File: src/rtl/sprite_motion_animator.sv
// sprite_motion_animator
//
// Player-sprite controller. Once per frame_clk rising edge (vertical sync) it reads
// the current keycode, moves the sprite left or right inside [X_MIN, X_MAX],
// advances a per-direction walk animation and, when SPRITE_JUMP_EN is defined,
// runs a simple gravity jump.
//
// Optional feature macro: SPRITE_JUMP_EN
//   defined   - keycode 82 launches a jump (AIR state, vertical speed register)
//   undefined - no AIR state, spritey stays at Y_START, keycode 82 acts as no key
//
// Ports:
//   frame_clk   in   1   sole clock, all state changes on its rising edge
//   Reset       in   1   synchronous active-high reset
//   Keycode     in   8   79 = right, 80 = left, 82 = up, anything else = no key
//   sel         out  4   registered sprite ROM select
//   spritex     out  10  registered top-left X position
//   spritey     out  10  registered top-left Y position
//   facing_left out  1   registered, 1 = facing left
//   moving      out  1   registered, 1 while walking or airborne

module sprite_motion_animator #(
  parameter int X_START        = 290,
  parameter int Y_START        = 350,
  parameter int X_MIN          = 0,
  parameter int X_MAX          = 607,
  parameter int X_STEP         = 1,
  parameter int NUM_FRAMES     = 4,
  parameter int FRAME_HOLD     = 8,
  parameter int SEL_RIGHT_BASE = 8,
  parameter int SEL_LEFT_BASE  = 12,
  parameter int JUMP_V0        = 12,
  parameter int GRAVITY        = 1
) (
  input  logic       frame_clk,
  input  logic       Reset,
  input  logic [7:0] Keycode,
  output logic [3:0] sel,
  output logic [9:0] spritex,
  output logic [9:0] spritey,
  output logic       facing_left,
  output logic       moving
);

  localparam int FW = $clog2(NUM_FRAMES);

`ifdef SPRITE_JUMP_EN
  typedef enum logic [1:0] {IDLE, WALK, AIR} state_t;
  localparam logic signed [11:0] Y_GROUND = 12'(Y_START);
`else
  typedef enum logic [1:0] {IDLE, WALK} state_t;
`endif

  state_t         state, state_next;
  logic [FW-1:0]  frame, frame_next;
  logic [7:0]     hold, hold_next;
  logic [9:0]     x_next, y_next;
  logic [10:0]    x_plus;
  logic           face_next;
  logic           key_right, key_left, key_dir, reversal;
  logic [3:0]     sel_next;

`ifdef SPRITE_JUMP_EN
  logic               key_up;
  logic signed [10:0] vy, vy_next;
  logic signed [11:0] y_sum;
`endif

  assign key_right = (Keycode == 8'd79);
  assign key_left  = (Keycode == 8'd80);
  assign key_dir   = key_right | key_left;
`ifdef SPRITE_JUMP_EN
  assign key_up    = (Keycode == 8'd82);
`endif

  // Horizontal motion runs in every state. Both clamps are evaluated on widened or
  // pre-checked values so the position can never wrap through 0 or 1023.
  always_comb begin
    x_plus    = {1'b0, spritex} + 11'(X_STEP);
    x_next    = spritex;
    face_next = facing_left;
    if (key_right) begin
      x_next    = (x_plus > 11'(X_MAX)) ? 10'(X_MAX) : x_plus[9:0];
      face_next = 1'b0;
    end else if (key_left) begin
      x_next    = ({1'b0, spritex} < 11'(X_MIN + X_STEP)) ? 10'(X_MIN) : spritex - 10'(X_STEP);
      face_next = 1'b1;
    end
  end

  // While walking a key is always held, so a change of facing means the player
  // reversed direction and the cycle should restart from frame 0.
  assign reversal = (face_next != facing_left);

  // Next-state logic for the animation / jump state machine.
  always_comb begin
    state_next = state;
    frame_next = frame;
    hold_next  = hold;
    y_next     = spritey;
`ifdef SPRITE_JUMP_EN
    vy_next    = vy;
    y_sum      = $signed({2'b00, spritey}) + $signed({vy[10], vy});
`endif
    case (state)
      IDLE: begin
        frame_next = '0;
        hold_next  = '0;
        if (key_dir) begin
          state_next = WALK;
`ifdef SPRITE_JUMP_EN
        end else if (key_up) begin
          state_next = AIR;
          vy_next    = 11'(-JUMP_V0);
`endif
        end
      end
      WALK: begin
        if (key_dir) begin
          if (reversal) begin
            frame_next = '0;
            hold_next  = '0;
          end else if (hold == 8'(FRAME_HOLD - 1)) begin
            hold_next  = '0;
            frame_next = (frame == FW'(NUM_FRAMES - 1)) ? '0 : frame + 1'b1;
          end else begin
            hold_next  = hold + 8'd1;
          end
`ifdef SPRITE_JUMP_EN
        end else if (key_up) begin
          state_next = AIR;
          vy_next    = 11'(-JUMP_V0);
          frame_next = '0;
          hold_next  = '0;
`endif
        end else begin
          state_next = IDLE;
          frame_next = '0;
          hold_next  = '0;
        end
      end
`ifdef SPRITE_JUMP_EN
      // Airborne: ceiling clamp first, then landing on the ground line; a held
      // direction key on the landing edge drops straight back into WALK.
      AIR: begin
        frame_next = '0;
        hold_next  = '0;
        if (y_sum < 12'sd0) begin
          y_next  = '0;
          vy_next = '0;
        end else if (y_sum >= Y_GROUND) begin
          y_next     = 10'(Y_START);
          vy_next    = '0;
          state_next = key_dir ? WALK : IDLE;
        end else begin
          y_next  = y_sum[9:0];
          vy_next = vy + 11'(GRAVITY);
        end
      end
`endif
      default: state_next = IDLE;
    endcase
  end

  // The airborne pose is always the last animation frame of the current facing.
  always_comb begin
    sel_next = face_next ? 4'(SEL_LEFT_BASE) : 4'(SEL_RIGHT_BASE);
`ifdef SPRITE_JUMP_EN
    if (state_next == AIR)
      sel_next = sel_next + 4'(NUM_FRAMES - 1);
    else
`endif
      sel_next = sel_next + 4'(frame_next);
  end

  always_ff @(posedge frame_clk) begin
    if (Reset) begin
      state       <= IDLE;
      frame       <= '0;
      hold        <= '0;
      spritex     <= 10'(X_START);
      spritey     <= 10'(Y_START);
      facing_left <= 1'b0;
      moving      <= 1'b0;
      sel         <= 4'(SEL_RIGHT_BASE);
`ifdef SPRITE_JUMP_EN
      vy          <= '0;
`endif
    end else begin
      state       <= state_next;
      frame       <= frame_next;
      hold        <= hold_next;
      spritex     <= x_next;
      spritey     <= y_next;
      facing_left <= face_next;
      moving      <= (state_next != IDLE);
      sel         <= sel_next;
`ifdef SPRITE_JUMP_EN
      vy          <= vy_next;
`endif
    end
  end

endmodule
File: config.mk
export PLATFORM = sky130hd
export DESIGN_NAME = sprite_motion_animator
export DESIGN_NICKNAME = d
export VERILOG_FILES = /design/src/rtl/sprite_motion_animator.sv
export SDC_FILE = /design/constraint.sdc
export NUM_CORES = 1
export LEC_CHECK = 0
export BUFFER_PORTS_ARGS = -buffer_cell sky130_fd_sc_hd__buf_2
export CAP_MARGIN = 25
export CORE_MARGIN = 3
export CORE_UTILIZATION = 40
export DETAILED_ROUTE_END_ITERATION = 16
export MAX_ROUTING_LAYER = met4
export SKIP_LAST_GASP = 1
export SYNTH_ARGS = -nofsm -noshare
export SYNTH_HDL_FRONTEND = slang
export SYNTH_SLANG_ARGS = --single-unit
File: constraint.sdc
create_clock -name frame_clk -period 4.79 [get_ports frame_clk]
set_input_delay 1.1975 -clock frame_clk [delete_from_list [all_inputs] [get_ports frame_clk]]
set_output_delay 1.1975 -clock frame_clk [all_outputs]
set_load 0.01 [all_outputs]
Word level (Yosys, flattened, before mapping):

Index checks and enable logic that the tools add are counted.
Widths: inputs -> output; s select.

* $add $sub $neg: 5
* magnitude comparators: 2
* equality and inequality tests: 6
* multiplexer cells: 19
* bitwise operators: 1
* reduce and logical (&&, ||, !) cells: 4

Operators by type and width (number)
* $mux 10: 4
* $mux 8: 3
* $eq 8x7->1 const B: 2
* $pmux 8 s2: 1
* $mux 2: 6
* $add 10x1->11 const B: 1
* $gt 11x10->1 const B: 1
* $lt 10x1->1 const B: 1
* $sub 10x1->10 const B: 1
* $add 8x1->8 const B: 1
* $eq 8x3->1 const B: 1
* $pmux 2 s2: 2
* $reduce_bool 2->1: 3
* $add 4x2->4: 1
* $mux 3: 1
* $add 2x1->2 const B: 1
* $eq 2x1->1 const B: 1
* $eq 2x2->1 const B: 1
* $logic_not 2->1: 1
* $mux 1: 2
* $ne 1x1->1: 1
* $or 1x1->1: 1

* register bits: 28
* input bits: 10
* output and inout port bits: 26
* logic and storage cells: 44

Depth between registers and ports, before layout:

* word-level depth: 8
* depth in mapped cells: 9
* depth with buffers taken out: 8

Worst setup path before layout:

Ideal clock, no wire load.

* path kind: input to register
* start: in Keycode[4]
* end: reg hold[5]
* setup time: 0.091 ns
* arrival time: 2.665 ns
* required time: 4.699 ns
* slack: 2.034 ns
* stages on the path: 5
* path buffers: 0
* path through: and4b_1 nand3b_1 a2111o_1 or3_1 a311oi_1

* longest elaborated chain between the ends: 7
* elaborated cells between the ends (all ways): 9
* those cells by class: eq/ne: 3; mux: 5; bitwise: 1

RTL lines
* start, declared: line 37 `input logic [7:0] Keycode,`
* $eq 8x7->1: line 70 `assign key_left = (Keycode == 8'd80);`
* $mux 1: line 85 `end else if (key_left) begin`
* $mux 1: line 82 `if (key_right) begin`
* $ne 1x1->1: line 93 `assign reversal = (face_next != facing_left);`
* $mux 8: line 120 `if (reversal) begin`
* $mux 8 (*): line 119 `if (key_dir) begin`
* $pmux 8 s2 (*): line 105 `case (state)`
* end signal, assigned: line 192 `hold <= hold_next;`
* end, declared: line 56 `logic [7:0] hold, hold_next;`

Every way passes the cells marked *; elsewhere a longest branch is shown, timed or not.
A chain may end at the register's enable or synchronous reset.

Final worst setup path:

* start: in Keycode[1]
* end: reg hold[6]

Same word-level chain as after synthesis.

==> results summary <==
The delay contributed by the slowest stage of the critical path came out at 0.50 ns. The total negative slack is 0 ns. The power share of the sequential group came out at 0.591.

Of the total power, the share spent switching nets is 0.231. The first-pass detailed-route iteration total came out at 4. For the worst setup path, the data required time is approximately 5.0 ns. Dividing the detail-routed wire length by the instance count gives roughly 14 µm.

No sink is reached through more buffers than the 2 on the longest clock path. Synthesis instantiated 55 different standard cells from the library. The initialized floorplan defines 22 standard-cell rows. The number of maximum-capacitance violations came out at 0. OpenSTA, run right after detailed placement, puts the worst setup slack at approximately 1.7 ns. The flow ran to the end, and the final reports show no timing, DRC or antenna violations. From synthesis to final layout, the design area changed by 7.41%. The proportion of synthesized chip area in sequential cells came out at 0.285. The share of total power dissipated in combinational logic is 0.066. TritonCTS built the clock tree. The cell at the root of the clock tree is sky130_fd_sc_hd__clkbuf_8. The global placer's final weighted congestion is 0.868. After clock tree synthesis, the clock-pin slew on the worst setup and hold paths is approximately 0.080 ns. Once detailed placement completed, the half-perimeter wirelength came to around 3 mm. After detailed routing, the number of remaining DRC violations is 0. Entering global routing, the biggest net connects 22 pins.

The total routing usage reported by global routing came out at 0.174. At the end of the flow, the number of nets in the layout was 250. The final-layout fill cell count came out at roughly 420.

After layout, the worst setup slack is about 2 ns. The total wire length after detailed routing came out at roughly 4.1 mm. The final critical path time including I/O delays and setup is 2.80 ns.

The leakage power total is between 0.6 and 0.7 nW. Counting the buffers created by CTS gives 3. The mean area per synthesized cell is around 8 µm². The number of endpoints with negative hold slack in the final report was 0. Buffers added to address setup during post-CTS repair amount to 0. Setup repair after global routing left no endpoint under its margin. The initial core utilization came out at 0.438. The clock reaches the later pin of the worst-skew pair after approximately 0.26 ns.

After technology mapping, the gate count stands at roughly 220. Summing every instance area after synthesis gives roughly 1700 µm². The most used flip-flop cell after synthesis is sky130_fd_sc_hd__dfxtp_1.

The share of the synthesized area in the top cell type came out at 0.285. The worst slack on hold paths is ~0.49 ns. The ratio of cells with drive above 1 in the final layout is 0.159. In this run the number of H-tree levels came out at 1. Sorting the synthesized cells by area gives the leading types as sky130_fd_sc_hd__dfxtp_1 (28%), sky130_fd_sc_hd__buf_4 (5.3%), sky130_fd_sc_hd__nor2_1 (4.9%), sky130_fd_sc_hd__nand2_1 (4.4%), sky130_fd_sc_hd__ha_1 (3.7%). The total buffers and inverters traversed by the critical path came out at 1. Detailed routing inserted a total of approximately 1600 vias. The setup skew after layout is 0.00365 ns. The worst-case vdd ir drop is approximately 0.00016 V. The worst setup path is captured at a flop.

The total power density per cell area is between 150 and 200 nW/µm². The core box area came out at ~3900 µm². The count of pins over their slew limit is 0. The peak fanout along the critical path is 10. The die width came out at a little over 70 µm. The I/O pin count is 36. The count of flip-flops with a built-in enable after synthesis came out at 0.

The share of the clock period used by the worst path came out at 0.585. The first-pass GRT wire length is a little under 7 mm. The clock net sink count is 24. The slowest cell on the critical path is sky130_fd_sc_hd__a2111o_1. The hold buffer count at CTS is 0.

The final setup violation count came out at 0. The critical path in this run is classified as input port to flop. The non-filler instance count after layout is between 200 and 300. STA classifies the critical path startpoint as an input port.

The post-cts resize count came out at 0. Counting flops with an async set or reset pin after synthesis yields a share of 0. The critical path arrival came out at around 3 ns. The fraction of power consumed by the clock network came out at 0.342. The maximum frequency from static timing analysis is around 360 MHz.

The number of diodes added for antenna fixing is 0. From bottom edge to top edge, the die measures between 70 and 80 µm. The port buffer count is 24. The initial DRC count is 117. The initial antenna violation count was 0. The signal on the critical path passes through buf_2 > nor4_4 > nand3_1 > a2111o_1 > nor2_2 > a41oi_1 > a311oi_1. The detail route stage leaves a number of antenna-violating nets equal to 0. The post-synthesis sequential element count is 24.

The synthesized design spends more area on one cell type than any other, namely sky130_fd_sc_hd__dfxtp_1. The worst relative slew slack came out at 0.496. The post-detailed-route via-to-cell ratio came out at roughly 6. The Yosys warning count is 0. The die covers 5040 µm².

Leaving out fill and tap cells, the most frequent cells in the layout are sky130_fd_sc_hd__dfxtp_1 (24), sky130_fd_sc_hd__buf_2 (24), sky130_fd_sc_hd__nor2_1 (22). The power dissipated by switching net loads came out at between 0.07 and 0.08 mW. The overall overflow remaining after global route is 0. The number of global-route vias before repair is between 1000 and 1500. The internal power consumption came out at 0.262 mW. Among cell families on the critical path, the largest total delay comes from compound AO/OA/AOI/OAI gates. Power comes to 0.341 mW. The min-delay analysis places its worst path in the category flop to flop. Including well taps, the total number of placed cells is between 200 and 300. The slew at the pin closest to its max-slew limit is about 0.75 ns.
worst paths after layout:
path	startpoint	end	slack (ns)	cells after the start
worst max-delay path	Keycode[1]	hold[6]	1.99	7
worst max register to register	spritex[0]	spritex[6]	2.23	7
worst min-delay path	hold[7]	hold[7]	0.49	1
worst min register to register	hold[7]	hold[7]	0.49	1
cell usage after synthesis, types with 2 or more instances:
library cell,instances
sky130_fd_sc_hd__nand2_1,20
sky130_fd_sc_hd__a41oi_1,3
sky130_fd_sc_hd__a311oi_1,4
sky130_fd_sc_hd__inv_1,8
sky130_fd_sc_hd__o311ai_0,2
sky130_fd_sc_hd__and2_2,2
sky130_fd_sc_hd__ha_1,5
sky130_fd_sc_hd__xnor2_1,5
sky130_fd_sc_hd__and2_1,2
sky130_fd_sc_hd__nand4_1,2
sky130_fd_sc_hd__buf_2,3
sky130_fd_sc_hd__nor3_1,7
sky130_fd_sc_hd__dfxtp_1,24
sky130_fd_sc_hd__and3_1,5
sky130_fd_sc_hd__a21oi_1,12
sky130_fd_sc_hd__clkbuf_1,4
sky130_fd_sc_hd__or3_1,3
sky130_fd_sc_hd__nor2_1,22
sky130_fd_sc_hd__o211ai_1,4
sky130_fd_sc_hd__or3b_2,2
sky130_fd_sc_hd__nand3_1,10
sky130_fd_sc_hd__a22oi_1,5
sky130_fd_sc_hd__buf_4,12
sky130_fd_sc_hd__xor2_1,2
sky130_fd_sc_hd__a31oi_1,5
sky130_fd_sc_hd__nor4_1,4
sky130_fd_sc_hd__a2111o_1,2
sky130_fd_sc_hd__conb_1,2
sky130_fd_sc_hd__o21ai_0,10
through the flow:
stage | util | cell area, µm²
2_1_floorplan | - | 1730
3_3_place_gp | 0.460 | 1770
3_5_place_dp | 0.460 | 1770
4_1_cts | 0.470 | 1810
5_1_grt | 0.470 | 1810
6_report | 0.470 | 1810
per-layer routing:
metal / GRT usage / routed length (µm) / vias to the layer above
met5: - / 0 / -
met4: 0.0251 / 22 / 0
met3: 0.0369 / 248 / 2
met2: 0.247 / 1780 / 58
met1: 0.256 / 2020 / 763
li1: - / - / 818
cells by family after synthesis:
logic type	after synthesis	synth area share
and+or+nand+nor	91	0.292
other	2	0.00445
xor gates and xnor gates	7	0.0363
adders and majority gates	5	0.0371
buffers and inverters	29	0.0971
muxes	2	0.0126
AOI/OAI and AO/OA	57	0.236
DFF	24	0.285
power groups by stage:
stage	Clock [mW]	Combinational (mW)	Sequential, mW
after CTS	0.121	0.0225	0.202
after detailed placement	0	0.0224	0.206
final	0.117	0.0226	0.202
after global placement	0	0.0222	0.206
after floorplan	0	0.0203	0.206
after global routing	0.133	0.0254	0.202
state kept, by name, indices dropped and copies added (netlist names), named ones only:
name	count
moving	1
hold	8
state	2
sel	1
spritex	10
cell type report:
class,count,area [µm²],share of cell area
timing repair buffer,24,120,0.0663
clock buffer,3,41.3,0.0228
inverter,8,30.0,0.0166
sequential,24,480,0.265
multi-input combinational,174,1080,0.596
tap,48,60.1,0.0331
No activity file was read; power rests on OpenSTA's default activity.
